File: src/rtl/conv_window_scheduler_if.sv
// conv_window_scheduler_if: feature-buffer read port and MAC window handshake
interface conv_window_scheduler_if #(
   parameter int WIDTH = 8,
   parameter int KERNEL_SIZE = 3,
   parameter int DIM_WIDTH = 8,
   parameter int ADDR_WIDTH = 16
);
   logic rd_en;
   logic [ADDR_WIDTH-1:0] rd_addr;
   logic [WIDTH-1:0] rd_data;
   logic mac_valid;
   logic mac_ready;
   logic mac_clear;
   logic [KERNEL_SIZE*KERNEL_SIZE*WIDTH-1:0] mac_window;
   logic [WIDTH/2:0] mac_q_shift;
   logic [DIM_WIDTH-1:0] out_row;
   logic [DIM_WIDTH-1:0] out_col;
   modport master(output rd_en, rd_addr, mac_valid, mac_clear, mac_window, mac_q_shift, out_row, out_col,
                  input rd_data, mac_ready);
   modport slave(input rd_en, rd_addr, mac_valid, mac_clear, mac_window, mac_q_shift, out_row, out_col,
                 output rd_data, mac_ready);
endinterface

File: src/rtl/conv_window_scheduler.sv
// conv_window_scheduler: row-major KxK window fetch/issue for valid stride-1 conv; SCHED_COL_REUSE_EN reuses columns
module conv_window_scheduler #(
   parameter int WIDTH = 8,
   parameter int KERNEL_SIZE = 3,
   parameter int DIM_WIDTH = 8,
   parameter int ADDR_WIDTH = 16
) (
   input  logic clk,
   input  logic reset,
   input  logic start,
   input  logic [DIM_WIDTH-1:0] cfg_img_w,
   input  logic [DIM_WIDTH-1:0] cfg_img_h,
   input  logic [WIDTH/2:0] cfg_q_shift,
   output logic busy,
   output logic done,
   output logic err,
   conv_window_scheduler_if.master bus
);
   localparam int N = KERNEL_SIZE * KERNEL_SIZE;
   localparam int SW = $clog2(N + 1);
   localparam logic [DIM_WIDTH-1:0] KD = DIM_WIDTH'(KERNEL_SIZE);
   localparam logic [DIM_WIDTH-1:0] KM = DIM_WIDTH'(KERNEL_SIZE - 1);
   typedef enum logic [2:0] {IDLE, FETCH, ISSUE, ADVANCE, DONE} state_t;
   state_t state, nxt;
   logic [DIM_WIDTH-1:0] w, h, row, col, ky, kx;
   logic [WIDTH/2:0] qs;
   logic [SW-1:0] cnt, nrd, slot, cap_slot;
   logic cap_en, part, last_col, last_row, bad;
   logic [N-1:0][WIDTH-1:0] win;
   logic [ADDR_WIDTH-1:0] addr;
   always_comb begin
      bad = cfg_img_w < KD || cfg_img_h < KD;
      last_col = col == w - KD;
      last_row = row == h - KD;
      nrd = part ? SW'(KERNEL_SIZE) : SW'(N);
      slot = SW'(ky) * SW'(KERNEL_SIZE) + SW'(kx);
      addr = (ADDR_WIDTH'(row) + ADDR_WIDTH'(ky)) * ADDR_WIDTH'(w) + ADDR_WIDTH'(col) + ADDR_WIDTH'(kx);
   end
   always_ff @(posedge clk) state <= reset ? IDLE : nxt;
   always_comb begin
      nxt = state;
      case (state)
         IDLE:    nxt = start ? (bad ? DONE : FETCH) : IDLE;
         FETCH:   nxt = cnt == nrd ? ISSUE : FETCH;
         ISSUE:   nxt = bus.mac_ready ? ADVANCE : ISSUE;
         ADVANCE: nxt = last_col && last_row ? DONE : FETCH;
         default: nxt = IDLE;
      endcase
   end
   assign busy = state inside {FETCH, ISSUE, ADVANCE};
   assign done = state == DONE;
   assign bus.rd_en = state == FETCH && cnt < nrd;
   assign bus.rd_addr = bus.rd_en ? addr : '0;
   assign bus.mac_valid = state == ISSUE;
   assign bus.mac_clear = bus.mac_valid;
   assign bus.mac_window = win;
   assign bus.mac_q_shift = qs;
   assign bus.out_row = row;
   assign bus.out_col = col;
   // rd_data belongs to the read issued last cycle; cap_en/cap_slot track it so reset drops it
   always_ff @(posedge clk) begin
      if (reset) begin
         {w, h, row, col, ky, kx, qs, cnt, cap_slot, cap_en, part, err} <= '0;
         win <= '0;
      end else begin
         cap_en <= bus.rd_en;
         cap_slot <= slot;
         if (cap_en) win[cap_slot] <= bus.rd_data;
         case (state)
            IDLE: if (start) begin
               w <= cfg_img_w;
               h <= cfg_img_h;
               qs <= cfg_q_shift;
               {row, col, ky, kx, cnt, part} <= '0;
               err <= bad;
            end
            FETCH: if (bus.rd_en) begin
               cnt <= cnt + 1'b1;
               if (part || kx == KM) begin
                  kx <= part ? KM : '0;
                  ky <= ky + 1'b1;
               end else kx <= kx + 1'b1;
            end
            ADVANCE: begin
               cnt <= '0;
               ky <= '0;
               if (last_col) begin
                  col <= '0;
                  row <= row + 1'b1;
                  kx <= '0;
                  part <= 1'b0;
               end else begin
                  col <= col + 1'b1;
`ifdef SCHED_COL_REUSE_EN
                  part <= 1'b1;
                  kx <= KM;
                  for (int r = 0; r < KERNEL_SIZE; r++)
                     for (int c = 0; c < KERNEL_SIZE - 1; c++)
                        win[r*KERNEL_SIZE+c] <= win[r*KERNEL_SIZE+c+1];
`else
                  kx <= '0;
`endif
               end
            end
            default: ;
         endcase
      end
   end
endmodule

File: src/flat_wrapper.sv
// flat-port wrapper written by rule: the top's interface ports become plain ports
module conv_window_scheduler_flat 
#(
   parameter int WIDTH = 8,
   parameter int KERNEL_SIZE = 3,
   parameter int DIM_WIDTH = 8,
   parameter int ADDR_WIDTH = 16
)
  (clk, reset, start, cfg_img_w, cfg_img_h, cfg_q_shift, busy, done, err, bus_rd_en, bus_rd_addr, bus_mac_valid, bus_mac_clear, bus_mac_window, bus_mac_q_shift, bus_out_row, bus_out_col, bus_rd_data, bus_mac_ready);
  conv_window_scheduler_if #(.WIDTH(WIDTH), .KERNEL_SIZE(KERNEL_SIZE), .DIM_WIDTH(DIM_WIDTH), .ADDR_WIDTH(ADDR_WIDTH)) bus_i ();
  input  logic clk;
  input  logic reset;
  input  logic start;
  input  logic [DIM_WIDTH-1:0] cfg_img_w;
  input  logic [DIM_WIDTH-1:0] cfg_img_h;
  input  logic [WIDTH/2:0] cfg_q_shift;
  output logic busy;
  output logic done;
  output logic err;
  output wire logic [$bits(bus_i.rd_en)-1:0] bus_rd_en;
  output wire logic [$bits(bus_i.rd_addr)-1:0] bus_rd_addr;
  output wire logic [$bits(bus_i.mac_valid)-1:0] bus_mac_valid;
  output wire logic [$bits(bus_i.mac_clear)-1:0] bus_mac_clear;
  output wire logic [$bits(bus_i.mac_window)-1:0] bus_mac_window;
  output wire logic [$bits(bus_i.mac_q_shift)-1:0] bus_mac_q_shift;
  output wire logic [$bits(bus_i.out_row)-1:0] bus_out_row;
  output wire logic [$bits(bus_i.out_col)-1:0] bus_out_col;
  input wire logic [$bits(bus_i.rd_data)-1:0] bus_rd_data;
  input wire logic [$bits(bus_i.mac_ready)-1:0] bus_mac_ready;
  assign bus_rd_en = bus_i.rd_en;
  assign bus_rd_addr = bus_i.rd_addr;
  assign bus_mac_valid = bus_i.mac_valid;
  assign bus_mac_clear = bus_i.mac_clear;
  assign bus_mac_window = bus_i.mac_window;
  assign bus_mac_q_shift = bus_i.mac_q_shift;
  assign bus_out_row = bus_i.out_row;
  assign bus_out_col = bus_i.out_col;
  assign bus_i.rd_data = bus_rd_data;
  assign bus_i.mac_ready = bus_mac_ready;
  conv_window_scheduler #(.WIDTH(WIDTH), .KERNEL_SIZE(KERNEL_SIZE), .DIM_WIDTH(DIM_WIDTH), .ADDR_WIDTH(ADDR_WIDTH)) u_core (.clk(clk), .reset(reset), .start(start), .cfg_img_w(cfg_img_w), .cfg_img_h(cfg_img_h), .cfg_q_shift(cfg_q_shift), .busy(busy), .done(done), .err(err), .bus(bus_i));
endmodule
File: config.mk
export PLATFORM = sky130hd
export DESIGN_NAME = conv_window_scheduler_flat
export DESIGN_NICKNAME = d
export VERILOG_FILES = /design/src/rtl/conv_window_scheduler_if.sv /design/src/rtl/conv_window_scheduler.sv /design/src/flat_wrapper.sv
export SDC_FILE = /design/constraint.sdc
export NUM_CORES = 1
export LEC_CHECK = 0
export CAP_MARGIN = 15
export CORE_ASPECT_RATIO = 0.8
export CORE_MARGIN = 2
export CORE_UTILIZATION = 59
export CTS_CLUSTER_DIAMETER = 120
export DETAILED_ROUTE_END_ITERATION = 7
export GPL_ROUTABILITY_DRIVEN = 0
export GPL_TIMING_DRIVEN = 0
export PLACE_DENSITY = 0.86
export SLEW_MARGIN = 40
export SYNTH_ARGS = -nofsm -noshare
export SYNTH_HDL_FRONTEND = slang
export SYNTH_SLANG_ARGS = --single-unit
File: constraint.sdc
create_clock -name clk -period 21.3 [get_ports clk]
set_clock_uncertainty 0.05 [all_clocks]
set_input_delay 4.26 -clock clk [delete_from_list [all_inputs] [get_ports clk]]
set_output_delay 4.26 -clock clk [all_outputs]
set_load 0.02 [all_outputs]
---- Word level (Yosys, flattened, before mapping) ----
Cells that the tools add are included.
word-level totals
  bits in registers ....................... 139
  input bits .............................. 33
operators by class
  add/sub/neg operators ................... 11
  multipliers ............................. 2
  order comparisons ....................... 5
  eq/ne operators ......................... 12
  multiplexer cells ....................... 29
  reductions and logical operators ........ 14
operators by type and width
  cell                 number
  $bwmux 72            1
  $mux 8               8
  $pmux 8 s3           2
  $add 16x8->16        2
  $add 8x1->8 const B  4
  $demux 8 s4          1
  $pmux 8 s2           2
  $eq 8x8->1           2
  $lt 8x2->1 const B   2
  $mul 16x8->16        1
  $mux 16              1
  $sub 8x2->8 const B  2
  $mux 4               3
  $pmux 3 s4           1
  $pmux 4 s3           1
  $add 8x8->9          1
  $mux 3               3
  $eq 8x2->1 const B   1
  $eq 3x2->1 const B   2
  $reduce_and 3->1     2
  $reduce_bool 3->1    2
  $lt 4x5->1 const B   1
  $add 4x1->4 const B  1
  $add 4x4->4          1
  17 further kinds     26

---- Depth between registers and ports, before layout ----
Gate-level depths: netlist of the first run.
  depth in word-level cells ............... 5
  gate-level depth with buffers ........... 28
  gate-level depth less buffers ........... 28

---- Least setup slack after synthesis of the first run ----
Ideal clock, no wire load.
  kind .................................... register to output
  from .................................... reg u_core.row[0], in the netlist u_core.bus.out_row[0]
  to ...................................... out bus_rd_addr[15]
  arrival time ............................ 6623 ps
  required time ........................... 16990 ps
  path slack .............................. 10367 ps
  cell stages (with the launch flop) ...... 27
  path buffers ............................ 0
  cells stage by stage .................... dfxtp_1 -> ha_1 -> inv_1 -> fa_1 -> nor2b_1 -> o21ai_0 -> nand2b_1 -> a31oi_1 -> nor2b_1 -> xnor2_1 -> nand2_1 -> fa_1 -> inv_1 -> fa_1 -> inv_1 -> fa_1 -> inv_1 -> fa_1 -> inv_1 -> fa_1 -> inv_1 -> ha_1 -> or4_1 -> a311o_1 -> a21oi_1 -> xnor2_1 -> mux2i_1
between the ends
  word-level cells in the longest chain between the ends .. 5
ends and longest elaborated chain
  what                         RTL line                     source
  start, declared              conv_window_scheduler.sv:25  logic [DIM_WIDTH-1:0] w, h, row, col, ky, kx;
  start signal, assigned       conv_window_scheduler.sv:89  row <= row + 1'b1;
  $add 8x8->9                  conv_window_scheduler.sv:37  addr = (ADDR_WIDTH'(row) + ADDR_WIDTH'(ky)) * ADDR_WIDTH'(w) + ADDR_WIDTH'(col) + ADDR_WIDTH'(kx);
  $mul 16x8->16                conv_window_scheduler.sv:37
  $add 16x8->16 (2 in series)  conv_window_scheduler.sv:37
  $mux 16                      conv_window_scheduler.sv:53  assign bus.rd_addr = bus.rd_en ? addr : '0;
  end, declared                flat_wrapper.sv:21           output wire logic [$bits(bus_i.rd_addr)-1:0] bus_rd_addr;
Every way passes these cells.

---- Final worst setup path of the first run ----
Same ends and word-level chain as after synthesis.

==> results.yml, run 1 <==
yosys:
  synth.area.mux_share_pct: 8.12
  synthTopCellsByCount: "dfxtp_1 (138), nor2_1 (129), inv_1 (94)"
  yosysTopAreaCellShare_pct: 29.9
  synth_compound_area_share_pct: 9.56
  synthAdderAreaFrac_pct: 22.0
  synth-edff-count: 0
  synthArstFlopShare_pct: 0
  synth_seq_area_share_pct: 29.9
  synth_cell_types: 61
  synth_nets: 1197
  yosys.cell_count.top_type: "dfxtp_1"
  postSynthAreaPerCell_um2: 8.93
  yosys.area_share.simple_pct: 19.2
  ys_top_cells_by_area: "dfxtp_1 (30%), fa_1 (13%), ha_1 (9.5%), mux2i_1 (8.1%), nor2_1 (5.2%)"
  synth_seq_cells: 138
  yosys.area.top_type: "dfxtp_1"
  synthFlopType: "dfxtp_1"
  syn_inst: 1036
  synth_xor_area_share_pct: 5.59
  synth_warnings: 0
  synthesis.area_um2: 9250
  synth_top_family_by_area: "adder cells"
setup_path:
  cp_data_arrival_time_ns: 8.25
  worstSetupStartpoint: "u_core.bus.out_row[0]$_SDFFE_PP0P_"
  worstRegToRegCells: 8
  critPathCapture: "bus_rd_addr[15]"
  endpoint_kind: "primary output"
  r2r-end: "u_core.bus.out_row[7]$_SDFFE_PP0P_"
  critPathSlowestCell: "clkdlybuf4s50_1"
  crit_type: "reg2out"
  worst-path-max-fanout: 9
  critical-path-max-stage-delay_ns: 0.62
  r2r-start: "u_core.w[0]$_SDFFE_PP0P_"
  crit_required_ns: 16.99
  ff2ff_setup_slack_ns: 18.22
  start_kind: "flip-flop"
floorplanning:
  die_area_um2: 16700
  num_rows: 40
  io_pins: 148
  die_h_um: 116
  die_w_um: 144
  core_um2: 15200
  start_util_pct: 61.0
job:
  drv_cap: 0
global_routing:
  grt_max_degree: 17
  grt_overflow: 0
  grt_pass1_vias: 7736
  grt.total_usage_pct: 30.1
  antenna_found_initial: 0
  grt_pass1_wl_mm: 39.2
timing:
  hold_viol: 0
  fin_crit_ns: 12.56
  rsz0062_at_grt: "no"
  drv_slew: 0
  clock.fmax_mhz: 79.6
  worst_pin_slew_ns: 0.740
  setup_tns_ns: 0
  fin_crit_sh_pct: 59.0
  setup_viol: 0
  slew_headroom_pct: 50.3
routing:
  viasPerCell: 5.72
  vias: 8107
  drt_iter0_markers: 740
  ant_nets: 0
  wl_per_cell_um: 17.5
  drtPass1Iterations: 6
  route.detailed.drc: 0
  drt_wl_total_mm: 24.8
clock_tree:
  cts.reportedPaths.clkPinSlew_ns: 0.06
  cts_tree: "built"
  cts-root-buf: "clkbuf_16"
  clock_latency_ns: 0.43
  h-tree-depth: 4
  post_cts_buffers: 0
  numCtsBuffers: 17
  cts_sinks: 138
  cts_resized: 0
  cts-hold-fix-buffers: 0
  clockBufferDepth: 2
final_layout:
  nets: 1355
  syn_to_final_growth_pct: 24.1
  drive_above_1_share_pct: 3.98
  final_area_um2: 11500
  antennaDiodeCount: 0
  layoutNonFillerInstCount: 1417
placement:
  hpwl_mm: 18.5
  dpl.cell_count: 1385
  port-buffer-count: 139
  place_area_um2: 10900
status:
  outcome: "completed"
power_and_ir_drop:
  ir_worst_vdd_v: 0.0000636
  power_density_nw_per_um2: 52.9
  power.leakage_nw: 5.10
worst_hold_path:
  hp-start: "u_core.bus.mac_q_shift[1]$_SDFFE_PP0P_"
  min_path_type: "reg2reg"
-- routing by layer --
layer,GRT usage (%),vias to the layer above,wire [um]
met1,41.9,3927,11000
met3,5.54,39,1960
li1,-,3760,-
met2,48.3,381,11400
met4,8.63,0,400
met5,0,-,0
-- where the power goes --
group / switching (mW) / leakage (nW) / total [mW] / internal [mW]
clock: 0.125 / 0.260 / 0.278 / 0.152
sequential: 0.00614 / 1.12 / 0.269 / 0.263
combinational: 0.0377 / 3.72 / 0.0604 / 0.0227
total: 0.169 / 5.10 / 0.608 / 0.438
-- worst min-delay path by stage --
stage                                        endpoint  slack, ns  cells after the start
6_report       u_core.bus.mac_q_shift[1]$_SDFFE_PP0P_       0.41                      2
2_1_floorplan                u_core.h[7]$_SDFFE_PP0P_       0.40                      2
3_5_place_dp   u_core.bus.mac_q_shift[3]$_SDFFE_PP0P_       0.40                      2
3_3_place_gp   u_core.bus.mac_q_shift[3]$_SDFFE_PP0P_       0.39                      2
5_1_grt        u_core.bus.mac_q_shift[0]$_SDFFE_PP0P_       0.44                      2
4_1_cts        u_core.bus.mac_q_shift[1]$_SDFFE_PP0P_       0.41                      2
-- registers in the layout, indices dropped and copies added (netlist names), 5 cells and up --
signal                  flops
u_core.bus.mac_q_shift      5
u_core.w                    8
u_core.h                    8
u_core.ky                   8
u_core.kx                   8
u_core.bus.out_col          8
u_core.bus.mac_window      72
u_core.bus.out_row          8
-- final cells by class --
cell class                      instances  area [um^2]
Multi-Input combinational cell        760         5990
Fill cell                            1040         3680
Sequential cell                       138         2760
Timing Repair Buffer                  139         1390
Clock buffer                           17          425
Inverter                               94          353
Tap cell                              210          263
Buffer                                 44          169
Clock inverter                         15          129
-- metrics by stage --
step                      hold WS, ns  utilization [%]  total power [mW]  worst slack (ns)
final                           0.409             75.7             0.608              8.74
after CTS                       0.410             75.6             0.604              8.82
after global routing            0.437             75.7             0.623              8.43
after global placement          0.392             71.9             0.331              9.49
after floorplan                 0.398                -             0.309             10.37
after detailed placement        0.399             71.9             0.332              9.28
-- critical path: cells and delay by family, from the launching register on --
kind | cells | cell delay, ns
fa+ha+maj | 8 | 3.39
xor+xnor | 2 | 0.73
compound gates | 4 | 0.88
flops | 1 | 0.59
buf+inv | 7 | 0.94
simple gates | 5 | 1.08
mux | 1 | 0.23
-- cell families (layout without fill, tap and decap cells) --
group,Yosys count,in the layout
xor+xnor,59,59
simple gates,368,368
flops,138,138
fa+ha+maj,128,128
mux,75,75
compound gates,130,130
buf+inv,138,309
-- cell usage in the layout, fill, tap and decap left out, types with 9 or more instances in the layout --
cell,n
mux2i_1,75
xor2_1,15
and2_1,49
nor2_1,127
inv_1,94
nor2b_1,17
nand2_1,82
nand2b_1,14
o21a_1,10
clkdlybuf4s50_1,139
xnor2_1,44
fa_1,58
clkbuf_16,17
clkbuf_1,42
dfxtp_1,138
o21ai_0,15
nand3_1,13
a211oi_1,9
nor3_1,16
ha_1,70
a21oi_1,46
Power figures use the tool's default switching activity.
==> run 2, diff against run 1 <==
CORE_UTILIZATION = 50   (was 59)
PLACE_DENSITY = 0.77   (was 0.86)
clock period = 11.4 ns   (was 21.3 ns; I/O delays follow)
==> run 2 against run 1 <==
Compared with the run above: power rose by 90%; global-route usage fell by 6.3 points; combinational power rose by 82%; critical path depth did not move; sequential share of layout area fell by 0.089 points; worst hold slack got worse by 0.00072 ns.
==> results.yml, run 2 (synthesis results as in run 1) <==
floorplanning:
  die_h_um: 126
  start_util_pct: 51.1
  die_w_um: 156
  io_pins: 148
  die_area_um2: 19600
  num_rows: 44
  core_um2: 18100
clock_tree:
  cts_resized: 0
  numCtsBuffers: 17
  cts.reportedPaths.clkPinSlew_ns: 0.07
  clock_latency_ns: 0.42
  cts_tree: "built"
  cts_sinks: 138
  post_cts_buffers: 0
  clockBufferDepth: 2
  cts-hold-fix-buffers: 0
  cts-root-buf: "clkbuf_16"
  h-tree-depth: 4
routing:
  route.detailed.drc: 0
  drtPass1Iterations: 5
  viasPerCell: 5.45
  wl_per_cell_um: 16.0
  vias: 7828
  ant_nets: 0
  drt_wl_total_mm: 23.0
  drt_iter0_markers: 562
setup_path:
  r2r-end: "u_core.bus.out_row[7]$_SDFFE_PP0P_"
  crit_buf_inv: 7
  worstRegToRegCells: 8
  critical-path-max-stage-delay_ns: 0.64
  r2r-start: "u_core.w[0]$_SDFFE_PP0P_"
  cp_data_arrival_time_ns: 8.26
  crit_type: "reg2out"
  worst-path-max-fanout: 9
  critPathTopFamily: "adder cells"
  ff2ff_setup_slack_ns: 8.54
  endpoint_kind: "primary output"
  crit_required_ns: 9.07
  start_kind: "flip-flop"
  critPathSlowestCell: "clkdlybuf4s50_1"
timing:
  fin_ws_ns: 0.811
  fin_crit_ns: 10.59
  hold_viol: 0
  setup_viol: 0
  clock.fmax_mhz: 94.4
  whs_ns: 0.408
  setup_tns_ns: 0
  rsz0062_at_grt: "no"
  fin_crit_sh_pct: 92.9
  drv_slew: 0
  worst_pin_slew_ns: 0.843
  slew_headroom_pct: 43.4
final_layout:
  multi_input_area_um2: 5980
  syn_to_final_growth_pct: 24.6
  nets: 1355
  largest_reg_flops: 72
  layoutNonFillerInstCount: 1437
  ff_latch_area_um2: 2760
  drive_above_1_share_pct: 3.89
  final_cell_mix: "clkdlybuf4s50_1 (139), dfxtp_1 (138), nor2_1 (127), inv_1 (94), nand2_1 (82)"
  fillers: 1519
  antennaDiodeCount: 0
  final_common_cell: "clkdlybuf4s50_1"
placement:
  port-buffer-count: 139
  pre_cts_slack_ns: 1.36
  dpl.cell_count: 1405
  hpwl_mm: 17.8
worst_hold_path:
  min_path_type: "reg2reg"
  worstHoldEndpoint: "u_core.bus.mac_q_shift[3]$_SDFFE_PP0P_"
  hp-start: "u_core.bus.mac_q_shift[3]$_SDFFE_PP0P_"
  hold_depth: 2
global_routing:
  antenna_found_initial: 0
  grt_pass1_vias: 7288
  grt_pass1_wl_mm: 37.5
  grt_max_degree: 17
  grt_overflow: 0
  grt.total_usage_pct: 23.8
power_and_ir_drop:
  power_density_nw_per_um2: 100
  power.leakage_nw: 5.12
  ir_worst_vdd_v: 0.0000993
job:
  drv_cap: 0
status:
  outcome: "completed"
[run 2: how the worst max path moves through the flow]
stage                                  startpoint         endpoint  slack (ns)  cells past startpoint
2_1_floorplan  u_core.bus.out_row[0]$_SDFFE_PP0P_  bus_rd_addr[15]        2.45                     26
3_3_place_gp   u_core.bus.out_row[0]$_SDFFE_PP0P_  bus_rd_addr[15]        1.46                     27
3_5_place_dp   u_core.bus.out_row[0]$_SDFFE_PP0P_  bus_rd_addr[15]        1.36                     27
4_1_cts        u_core.bus.out_row[0]$_SDFFE_PP0P_  bus_rd_addr[15]        0.82                     27
5_1_grt        u_core.bus.out_row[0]$_SDFFE_PP0P_  bus_rd_addr[15]        0.38                     27
6_report       u_core.bus.out_row[0]$_SDFFE_PP0P_  bus_rd_addr[15]        0.81                     27
[run 2: layout make-up]
type,instances,area share (%)
multi-input combinational,760,51.9
clock inverter,15,1.31
buffer,44,1.47
tap,230,2.50
sequential,138,24.0
inverter,94,3.06
timing repair buffer,139,12.1
clock buffer,17,3.69
[run 2: routing by layer]
layer  share of wire (%)  global-route usage [%]  up-vias  routed length (um)
li1                    -                       -     3751                   -
met1                  49                    35.8     3780               11300
met2                  44                    36.6      283               10100
met3                 6.7                    3.51       14                1530
met4                0.63                    4.70        0                 144
met5                   0                       0        -                   0
[run 2: per-stage QoR]
stage / instance area (um^2) / utilization, % / power, mW
5_1_grt: 11500 / 63.6 / 1.19
3_5_place_dp: 10900 / 60.4 / 0.621
4_1_cts: 11500 / 63.6 / 1.16
2_1_floorplan: 9250 / - / 0.577
3_3_place_gp: 10900 / 60.3 / 0.619
6_report: 11500 / 63.6 / 1.15
[run 2: report_power, final]
group	internal [mW]	switching, mW
sequential	0.492	0.0111
clock	0.308	0.232
combinational	0.0418	0.0678
[run 2: worst reg2reg max path: stages, from the launching register on]
cell       delay, ns
dfxtp_1         0.32
clkbuf_1        0.17
a2111oi_0       0.55
xnor2_1         0.18
o2111ai_1       0.19
a211oi_2        0.57
o21ai_2         0.21
o31a_1          0.33
o21a_1          0.17
